[src/rtl/escalonador_pkg.sv]
// Shared types for the process scheduler: slot states, FSM states and the
// id-width helper used to size process ids.
package escalonador_pkg;

    typedef enum logic [1:0] {
        LIVRE  = 2'd0,
        PRONTO = 2'd1,
        ATIVO  = 2'd2
    } slot_t;

    typedef enum logic [1:0] {
        OCIOSO = 2'd0,
        TROCA  = 2'd1,
        EXEC   = 2'd2
    } fsm_t;

    // Width of a process id; never less than one bit.
    function automatic int id_width(input int n);
        return (n > 1) ? $clog2(n) : 1;
    endfunction

endpackage

[src/rtl/escalonador_processos_if.sv]
// Controller <-> scheduler <-> program counter signal bundle.
// master: controller / PC side, slave: the scheduler.
interface escalonador_processos_if #(
    parameter int PC_WIDTH = 16,
    parameter int ID_W     = 2
);
    logic                avanca;
    logic                criar;
    logic [PC_WIDTH-1:0] criar_pc;
    logic                criar_ok;
    logic                criar_erro;
    logic [ID_W-1:0]     criar_id;
    logic                encerrar;
    logic [PC_WIDTH-1:0] pc_atual;
    logic                troca;
    logic [PC_WIDTH-1:0] pc_novo;
    logic [ID_W-1:0]     processo;
    logic                executando;
    logic [ID_W:0]       ativos;

    modport master (
        output avanca, criar, criar_pc, encerrar, pc_atual,
        input  criar_ok, criar_erro, criar_id, troca, pc_novo,
               processo, executando, ativos
    );

    modport slave (
        input  avanca, criar, criar_pc, encerrar, pc_atual,
        output criar_ok, criar_erro, criar_id, troca, pc_novo,
               processo, executando, ativos
    );
endinterface

[src/rtl/escalonador_processos_seletor_rr.sv]
// Rotating priority picker: first set bit of mask scanning upward from
// inicio with wrap-around. Purely combinational.
module seletor_rr #(
    parameter int N = 4,
    parameter int W = 2
) (
    input  logic [N-1:0] mask,
    input  logic [W-1:0] inicio,
    output logic         achou,
    output logic [W-1:0] indice
);
    // Scan from farthest to nearest so the nearest hit overwrites the rest.
    always_comb begin
        achou  = 1'b0;
        indice = '0;
        for (int i = N - 1; i >= 0; i--) begin
            if (mask[(int'(inicio) + i) % N]) begin
                achou  = 1'b1;
                indice = W'((int'(inicio) + i) % N);
            end
        end
    end
endmodule

[src/rtl/escalonador_processos.sv]
// Round-robin preemptive process scheduler. Keeps N_PROC slots with saved
// PCs and drives one-cycle PC load pulses on every context switch.
module escalonador_processos
    import escalonador_pkg::*;
#(
    parameter int N_PROC   = 4,
    parameter int PC_WIDTH = 16,
    parameter int QUANTUM  = 16,
    parameter int ID_W     = id_width(N_PROC)
) (
    input  logic clk,
    input  logic reset,
    escalonador_processos_if.slave bus
);
    localparam int CW = (QUANTUM > 1) ? $clog2(QUANTUM) : 1;

    slot_t               estado   [N_PROC];
    logic [PC_WIDTH-1:0] pc_salvo [N_PROC];
    fsm_t                fsm;
    logic [ID_W-1:0]     processo_r;
    logic [CW-1:0]       cont;
    logic                criar_ok_r;
    logic                criar_erro_r;
    logic [ID_W-1:0]     criar_id_r;

    logic [N_PROC-1:0]   mask_pronto;
    logic [N_PROC-1:0]   mask_livre;
    logic [ID_W-1:0]     inicio_rr;
    logic                rr_achou;
    logic [ID_W-1:0]     rr_idx;
    logic                livre_achou;
    logic [ID_W-1:0]     livre_idx;
    logic [ID_W:0]       n_ativos;
    logic                expira;

    // Slot masks and occupancy count, all from registered slot state.
    always_comb begin
        mask_pronto = '0;
        mask_livre  = '0;
        n_ativos    = '0;
        for (int i = 0; i < N_PROC; i++) begin
            mask_pronto[i] = (estado[i] == PRONTO);
            mask_livre[i]  = (estado[i] == LIVRE);
            if (estado[i] != LIVRE)
                n_ativos = n_ativos + (ID_W+1)'(1);
        end
    end

    // Round-robin search starts just after the current/last process.
    assign inicio_rr = (processo_r == ID_W'(N_PROC - 1)) ? '0 : processo_r + 1'b1;
    assign expira    = bus.avanca && (cont == CW'(QUANTUM - 1));

    seletor_rr #(.N(N_PROC), .W(ID_W)) u_rr (
        .mask   (mask_pronto),
        .inicio (inicio_rr),
        .achou  (rr_achou),
        .indice (rr_idx)
    );

    seletor_rr #(.N(N_PROC), .W(ID_W)) u_livre (
        .mask   (mask_livre),
        .inicio ('0),
        .achou  (livre_achou),
        .indice (livre_idx)
    );

    // Scheduler FSM, slot states and saved PCs (including slot creation).
    always_ff @(posedge clk) begin
        if (reset) begin
            fsm        <= OCIOSO;
            processo_r <= '0;
            cont       <= '0;
            for (int i = 0; i < N_PROC; i++) begin
                estado[i]   <= LIVRE;
                pc_salvo[i] <= '0;
            end
        end else begin
            case (fsm)
                OCIOSO: begin
                    if (rr_achou) begin
                        processo_r <= rr_idx;
                        fsm        <= TROCA;
                    end
                end
                TROCA: begin
                    estado[processo_r] <= ATIVO;
                    cont               <= '0;
                    fsm                <= EXEC;
                end
                EXEC: begin
                    if (bus.encerrar) begin
                        // Halt wins over expiry; the PC is discarded.
                        estado[processo_r] <= LIVRE;
                        if (rr_achou) begin
                            processo_r <= rr_idx;
                            fsm        <= TROCA;
                        end else begin
                            fsm <= OCIOSO;
                        end
                    end else if (expira) begin
                        if (rr_achou) begin
                            pc_salvo[processo_r] <= bus.pc_atual;
                            estado[processo_r]   <= PRONTO;
                            processo_r           <= rr_idx;
                            fsm                  <= TROCA;
                        end else begin
                            // Nobody waiting: keep running, restart quantum.
                            cont <= '0;
                        end
                    end else if (bus.avanca) begin
                        cont <= cont + 1'b1;
                    end
                end
                default: fsm <= OCIOSO;
            endcase
            // A free slot is never the running one, so no write conflict.
            if (bus.criar && livre_achou) begin
                estado[livre_idx]   <= PRONTO;
                pc_salvo[livre_idx] <= bus.criar_pc;
            end
        end
    end

    // Creation handshake pulses, one cycle after the request.
    always_ff @(posedge clk) begin
        if (reset) begin
            criar_ok_r   <= 1'b0;
            criar_erro_r <= 1'b0;
            criar_id_r   <= '0;
        end else begin
            criar_ok_r   <= bus.criar && livre_achou;
            criar_erro_r <= bus.criar && !livre_achou;
            criar_id_r   <= (bus.criar && livre_achou) ? livre_idx : '0;
        end
    end

    assign bus.criar_ok   = criar_ok_r;
    assign bus.criar_erro = criar_erro_r;
    assign bus.criar_id   = criar_id_r;
    assign bus.troca      = (fsm == TROCA);
    assign bus.pc_novo    = (fsm == TROCA) ? pc_salvo[processo_r] : '0;
    assign bus.processo   = processo_r;
    assign bus.executando = (fsm != OCIOSO);
    assign bus.ativos     = n_ativos;
endmodule

[src/flat_wrapper.sv]
// flat-port wrapper written by rule: the top's interface ports become plain ports
module escalonador_processos_flat import escalonador_pkg::*;
#(
    parameter int N_PROC   = 4,
    parameter int PC_WIDTH = 16,
    parameter int QUANTUM  = 16,
    parameter int ID_W     = id_width(N_PROC)
)
  (clk, reset, bus_avanca, bus_criar, bus_criar_pc, bus_encerrar, bus_pc_atual, bus_criar_ok, bus_criar_erro, bus_criar_id, bus_troca, bus_pc_novo, bus_processo, bus_executando, bus_ativos);
  escalonador_processos_if #(.PC_WIDTH(PC_WIDTH), .ID_W(ID_W)) bus_i ();
  input  logic clk;
  input  logic reset;
  input wire logic [$bits(bus_i.avanca)-1:0] bus_avanca;
  input wire logic [$bits(bus_i.criar)-1:0] bus_criar;
  input wire logic [$bits(bus_i.criar_pc)-1:0] bus_criar_pc;
  input wire logic [$bits(bus_i.encerrar)-1:0] bus_encerrar;
  input wire logic [$bits(bus_i.pc_atual)-1:0] bus_pc_atual;
  output wire logic [$bits(bus_i.criar_ok)-1:0] bus_criar_ok;
  output wire logic [$bits(bus_i.criar_erro)-1:0] bus_criar_erro;
  output wire logic [$bits(bus_i.criar_id)-1:0] bus_criar_id;
  output wire logic [$bits(bus_i.troca)-1:0] bus_troca;
  output wire logic [$bits(bus_i.pc_novo)-1:0] bus_pc_novo;
  output wire logic [$bits(bus_i.processo)-1:0] bus_processo;
  output wire logic [$bits(bus_i.executando)-1:0] bus_executando;
  output wire logic [$bits(bus_i.ativos)-1:0] bus_ativos;
  assign bus_i.avanca = bus_avanca;
  assign bus_i.criar = bus_criar;
  assign bus_i.criar_pc = bus_criar_pc;
  assign bus_i.encerrar = bus_encerrar;
  assign bus_i.pc_atual = bus_pc_atual;
  assign bus_criar_ok = bus_i.criar_ok;
  assign bus_criar_erro = bus_i.criar_erro;
  assign bus_criar_id = bus_i.criar_id;
  assign bus_troca = bus_i.troca;
  assign bus_pc_novo = bus_i.pc_novo;
  assign bus_processo = bus_i.processo;
  assign bus_executando = bus_i.executando;
  assign bus_ativos = bus_i.ativos;
  escalonador_processos #(.N_PROC(N_PROC), .PC_WIDTH(PC_WIDTH), .QUANTUM(QUANTUM), .ID_W(ID_W)) u_core (.clk(clk), .reset(reset), .bus(bus_i));
endmodule
[config.mk]
export PLATFORM = sky130hd
export DESIGN_NAME = escalonador_processos_flat
export DESIGN_NICKNAME = d
export VERILOG_FILES = /design/src/rtl/escalonador_pkg.sv /design/src/rtl/escalonador_processos_if.sv /design/src/rtl/escalonador_processos_seletor_rr.sv /design/src/rtl/escalonador_processos.sv /design/src/flat_wrapper.sv
export SDC_FILE = /design/constraint.sdc
export NUM_CORES = 1
export LEC_CHECK = 0
export ABC_CLOCK_PERIOD_IN_PS = 2300
export BUFFER_PORTS_ARGS = -buffer_cell sky130_fd_sc_hd__buf_2
export CAP_MARGIN = 0
export CORE_MARGIN = 2
export CORE_UTILIZATION = 33
export CTS_BUF_LIST = sky130_fd_sc_hd__clkbuf_8
export CTS_CLUSTER_SIZE = 28
export DETAILED_ROUTE_END_ITERATION = 8
export SLEW_MARGIN = 10
export SYNTH_ARGS = -nofsm -noshare
export SYNTH_HDL_FRONTEND = slang
export SYNTH_SLANG_ARGS = --single-unit
[constraint.sdc]
create_clock -name clk -period 2.3 [get_ports clk]
set_clock_uncertainty 0.15 [all_clocks]
set_input_delay 0.23 -clock clk [delete_from_list [all_inputs] [get_ports clk]]
set_output_delay 0.23 -clock clk [all_outputs]
set_load 0.01 [all_outputs]
==> results of run 1 <==
-- worst max-delay path: stages (launching register included) --
cell and delay [ns]:
dfxtp_2 0.33, or2_4 0.27, ha_4 0.27, xnor2_4 0.16
ha_4 0.22, mux2_4 0.27, buf_6 0.12
-- path summary, 6_finish.rpt --
kind / slack, ns / startpoint / end / depth (start not counted)
setup reg to reg: 0.11 / u_core.fsm[0] / u_core.pc_salvo[3][10] / 6
hold reg to reg: 0.39 / u_core.cont[1] / u_core.cont[1] / 2
hold / removal: 0.02 / bus_criar_pc[12] / u_core.pc_salvo[0][12] / 3
setup / recovery: -0.09 / u_core.estado[1][0] / bus_ativos[1] / 6
-- metrics by stage --
step           power [uW]  hold WS (ns)  instances  setup WS, ns
2_1_floorplan        2899        0.2401        486       0.01263
5_1_grt              4953       0.02416        755       -0.1550
3_5_place_dp         3431        0.3749        730       0.05855
6_report             4695       0.01599        755      -0.08840
3_3_place_gp         3387        0.3575        730        0.1022
4_1_cts              4692     0.0007941        753       -0.1464
-- area by class of cell --
type / instances / area (um2)
Antenna cell: 1 / 2.502
Clock buffer: 9 / 123.9
Clock inverter: 7 / 75.07
Fill cell: 1418 / 8542
Inverter: 11 / 41.29
Multi-Input combinational cell: 360 / 2392
Sequential cell: 86 / 2367
Tap cell: 184 / 230.2
Timing Repair Buffer: 97 / 649.4
-- kinds of logic after synthesis --
| kind of cell | after synthesis |
|---|---|
| AOI/OAI and AO/OA | 110 |
| xor gates and xnor gates | 3 |
| adders and majority gates | 9 |
| buffers and inverters | 40 |
| DFF | 86 |
| muxes | 18 |
| and+or+nand+nor | 220 |
-- sequential cells by signal, summed over array words and instances, names as in the netlist, named ones only --
signal	flops
u_core.pc_salvo	64
u_core.estado	8
u_core.cont	4
u_core.bus.criar_id	2
u_core.bus.processo	2
u_core.fsm	2
u_core.bus.criar_erro	1
u_core.bus.criar_ok	1
-- layer usage --
metal | up-vias | wire length (um)
met4 | 2 | 265
met5 | - | 13
met3 | 22 | 958
met1 | 1859 | 5486
met2 | 151 | 6850
li1 | 1893 | -
-- layout by cell type, fill, tap and decap left out, types with 6 or more instances in the layout --
master      n
dfxtp_1    18
mux4_2     16
nor2_1     15
buf_2      62
and2_1     17
a31oi_1     6
nand2_1   140
ha_1        6
nand3_1     8
edfxtp_1   64
clkbuf_8    9
o21ai_2    18
inv_1       9
a21oi_1     8
o21ai_1    20
buf_4      26
o21ai_0    36
-- power by group --
| group | internal [uW] | leakage (uW) | switching (uW) |
|---|---|---|---|
| clock network | 503 | 0.0000931 | 581 |
| registers | 1840 | 0.000846 | 67.8 |
| logic | 768 | 0.00141 | 932 |
| total | 3110 | 0.00235 | 1580 |
-- what timing repair did --
item	in CTS	in global routing
setup buffers	6	1
hold buffers	1	0
resized for setup	18	10
pin swaps	6	7
endpoints found under the setup margin	3	22
endpoints found under the hold margin	1	0
==> results_dict.tcl, run 1 <==
set metrics [dict create \
    status "finished, violations left" \
    failed_checks "setup timing" \
    required_ns 1.92 \
    grtUsageMet1_pct 20.59 \
    synth_fp_nets 532 \
    p_per_area_nw_per_um2 798.3 \
    vias_per_cell 5.201 \
    syn_area_per_cell_um2 9.971 \
    met2_usage_pct 29.80 \
    synth_flop_cell "edfxtp_1" \
    synth-seq-area-share_pct 48.75 \
    wl_um 13570 \
    async_flop_share_pct 0 \
    cts_num_sinks 86 \
    finalSetupTns_ns -0.08840 \
    htree_levels 3 \
    synth_area_um2 4846 \
    synth-simple-area-share_pct 21.43 \
    cts_buffers 9 \
    drc 0 \
    synth_compound_area_share_pct 15.05 \
    hpwl_um 9103 \
    yosys_register_bits 86 \
    tightestPinTransition_ns 0.5670 \
    die_w_um 125.2 \
    synth-edff-count 64 \
    setup_viol 1 \
    dr_total_vias 3927 \
    critical_path_class "flop to output pin" \
    cts_tree "done" \
    ys_warn_count 0 \
    leakage_uw 0.002349 \
    synth_xor_area_share_pct 0.5422 \
    post_dp_cell_area_um2 5508 \
    antenna_found_initial 2 \
    slew_headroom_pct 62.11 \
    synth_top_area_share_pct 39.66 \
    synthTopCellsByCount "nand2_1, edfxtp_1, o21ai_0" \
    maxCapViolCount 0 \
    finalCriticalPeriod_ns 2.388 \
    worst_setup_path_end_kind "output pin" \
    path_clk_slew_ns 0.09 \
    grt_pass1_wl_um 21000 \
    synthTopCellsByArea "edfxtp_1, nand2_1, dfxtp_1, mux4_2, o21ai_0" \
    grt_usage_pct 17.34 \
    met3_usage_pct 4.022 \
    hold_viol_final 0 \
    yosys.area_share.adder_pct 2.324 \
    initial_core_util_pct 33.60 \
    port_buffers 63 \
    final_core_util_pct 40.78 \
    timing.final.crit_share_pct 103.8 \
    arrival_ns 2.01 \
    slew_viol_final 0 \
    clk_latency_ns 0.37 \
    fin_area_um2 5882 \
    gp_congestion 0.8489 \
    ir_drop_uv 468.4 \
    hold_class "input pin to flop" \
    yosys.area.top_type "edfxtp_1" \
    clock_path_buffers 2 \
    io_pins 64 \
    nets 611 \
    drt_iter0_drc 291 \
    layout-drive-gt1-share_pct 31.75 \
    ys_types 52 \
    die_h_um 125.2 \
    ant_nets 0 \
    area_growth_pct 21.38 \
    grt_pass1_vias 3970 \
    timing.final.ws_setup_ns -0.08840 \
    synth_cells 486 \
    grt.overflow.total 0 \
    core_area_um2 14420 \
    synth_most_common_cell "nand2_1" \
    wl_per_cell_um 17.98 \
    num_rows 44 \
    path_max_fanout 2 \
    grt.busiest_layer "met2" \
    rsz0062_at_grt "yes" \
    dieArea_um2 15670 \
    cts_root_buf "clkbuf_8" \
    cp-start-kind "flop" \
    synth_top_family_by_area "simple AND/OR/NAND/NOR gates" \
    max_freq_mhz 418.7 \
    firstDrtPassIters 5 \
    grt_max_degree 19 \
    synthMuxAreaShare_pct 7.875 \
]
No activity file was read; power rests on OpenSTA's default activity.
==> run 2: changes to the inputs <==
--- a/config.mk
+++ b/config.mk
@@ -13,7 +13,9 @@
 export CTS_BUF_LIST = sky130_fd_sc_hd__clkbuf_8
 export CTS_CLUSTER_SIZE = 28
 export DETAILED_ROUTE_END_ITERATION = 8
+export PLACE_DENSITY = 0.49
 export SLEW_MARGIN = 10
 export SYNTH_ARGS = -nofsm -noshare
 export SYNTH_HDL_FRONTEND = slang
 export SYNTH_SLANG_ARGS = --single-unit
+export TNS_END_PERCENT = 10
==> run 2 against run 1 <==
  * The run still ends with setup timing left
  * Utilization fell by 0.095 points
  * Combinational power barely moved
  * Global-route usage rose by 1.5 points
  * First-iteration DRC count fell by 18%
  * Clock power fell by 6%
  * Clock-buffer cell count did not move
  * Maximum frequency fell by 2.2%
  * Register-to-register slack improved by 0.04 ns
  * Critical path type unchanged
  * Largest cell class unchanged
  * Largest power group unchanged
==> results_dict.tcl, run 2 (synthesis results as in run 1) <==
set metrics [dict create \
    status "finished, violations left" \
    failed_checks "setup timing" \
    worst_setup_path_end_kind "output pin" \
    antenna_found_initial 0 \
    setup_viol 2 \
    path_clk_slew_ns 0.10 \
    num_antenna_cells 0 \
    p_per_area_nw_per_um2 792.7 \
    drt_iter0_drc 240 \
    gp_congestion 0.7978 \
    crit_buf_inv 1 \
    max_freq_mhz 409.5 \
    ir_drop_uv 454.5 \
    path_max_fanout 3 \
    top_regs "u_core.pc_salvo x64, u_core.estado x8, u_core.cont x4" \
    num_rows 44 \
    cts_num_sinks 86 \
    arrival_ns 2.06 \
    grt_max_degree 19 \
    dpl.cell_count 735 \
    dr_total_vias 3976 \
    largest_register "u_core.pc_salvo" \
    cp-start-kind "flop" \
    wl_um 14220 \
    cp_slowest_cell "dfxtp_2" \
    path_delay_family "adder cells" \
    vias_per_cell 5.245 \
    required_ns 1.92 \
    die_h_um 125.2 \
    grt_usage_pct 18.87 \
    timing.final.crit_share_pct 106.2 \
    clock_path_buffers 2 \
    port_buffers 63 \
    leakage_uw 0.002357 \
    finalCriticalPeriod_ns 2.442 \
    wl_per_cell_um 18.75 \
    layout-drive-gt1-share_pct 31.53 \
    htree_levels 3 \
    critical_path_class "flop to output pin" \
    hold_class "input pin to flop" \
    drc 0 \
    finalSetupTns_ns -0.2020 \
    dieArea_um2 15670 \
    grt_pass1_wl_um 22670 \
    clk_latency_ns 0.38 \
    core_area_um2 14420 \
    hpwl_um 9342 \
    layout_common_cells "nand2_1, edfxtp_1, buf_2" \
    initial_core_util_pct 33.60 \
    largest_reg_flops 64 \
    ant_nets 0 \
    cts_root_buf "clkbuf_8" \
    io_pins 64 \
    rsz0062_at_grt "yes" \
    reg2reg_slack_ns 0.15 \
    worstPathCellList "or2_4 > ha_4 > xnor2_4 > ha_1 > mux2_4 > buf_6" \
    grt.overflow.total 0 \
    firstDrtPassIters 4 \
    final_core_util_pct 40.68 \
    grt_pass1_vias 4152 \
    slew_viol_final 0 \
    maxCapViolCount 0 \
    place_ws_ns 0.1001 \
    area_growth_pct 21.09 \
    cts_buffers 9 \
    slew_headroom_pct 41.93 \
    fin_cells 758 \
    slowest_delay_ns 0.34 \
    timing.final.ws_setup_ns -0.1421 \
    final_common_cell "nand2_1" \
    nets 615 \
    hold_viol_final 0 \
    tightestPinTransition_ns 0.8701 \
    die_w_um 125.2 \
    cts_tree "done" \
]
==> run 2: cell count changes in the layout (fill, tap and decap cells not counted), sizes merged <==
cell         change
dlygate4sd3      +1
diode            -1
buf              +3
clkinv           -3
inv              +4
bufinv           -1
==> run 2: worst paths after layout <==
| kind | start | to | depth (start not counted) |
|---|---|---|---|
| setup reg to reg | u_core.cont[0] | u_core.pc_salvo[0][3] | 7 |
| hold / removal | bus_criar_pc[12] | u_core.pc_salvo[1][12] | 3 |
| hold reg to reg | u_core.estado[1][1] | u_core.estado[1][1] | 2 |
| setup / recovery | u_core.estado[1][1] | bus_ativos[1] | 6 |
==> run 2: layout make-up <==
class | instances | area, um2
Clock buffer | 9 | 123.9
Sequential cell | 86 | 2367
Fill cell | 1423 | 8556
Multi-Input combinational cell | 360 | 2369
Tap cell | 184 | 230.2
Timing Repair Buffer | 101 | 681.9
Inverter | 11 | 41.29
Clock inverter | 7 | 55.05
==> run 2: routing by layer <==
metal / vias up / track usage [%] / share of wire [%]
met5: - / 0 / 0
met2: 126 / 32.23 / 52
li1: 1898 / - / -
met1: 1929 / 23.32 / 42
met4: 0 / 8.824 / 1.9
met3: 23 / 3.209 / 4.5
==> run 2: where the power goes <==
part / internal, uW / leakage, uW / total, uW / switching [uW]
logic: 780 / 0.00142 / 1710 / 930
registers: 1840 / 0.000846 / 1920 / 75.2
clock network: 406 / 0.0000870 / 1020 / 616
==> run 2: metrics by stage <==
stage	total power (uW)	instance area [um2]	hold WS, ns
4_1_cts	4609	5816	0.003757
5_1_grt	4933	5868	0.01280
2_1_floorplan	2898	4853	0.2401
3_3_place_gp	3445	5540	0.3560
6_report	4652	5868	0.01881
3_5_place_dp	3470	5540	0.3720
==> run 2: worst reg2reg max path, stage by stage (launching register included) <==
cell,delay [ns]
dfxtp_1,0.38
ha_1,0.25
nand4_4,0.17
a41oi_4,0.27
buf_4,0.23
nand3_4,0.08
nand3_1,0.16
buf_12,0.18
==> run 2: timing repair <==
| action | CTS | global route |
|---|---|---|
| gates resized for setup | 14 | 9 |
| buffers inserted | 4 | 1 |
| endpoints found under the hold margin | 2 | 0 |
| setup endpoints to repair | 3 | 34 |
| pin swaps | 5 | 7 |
| hold buffers | 2 | 0 |
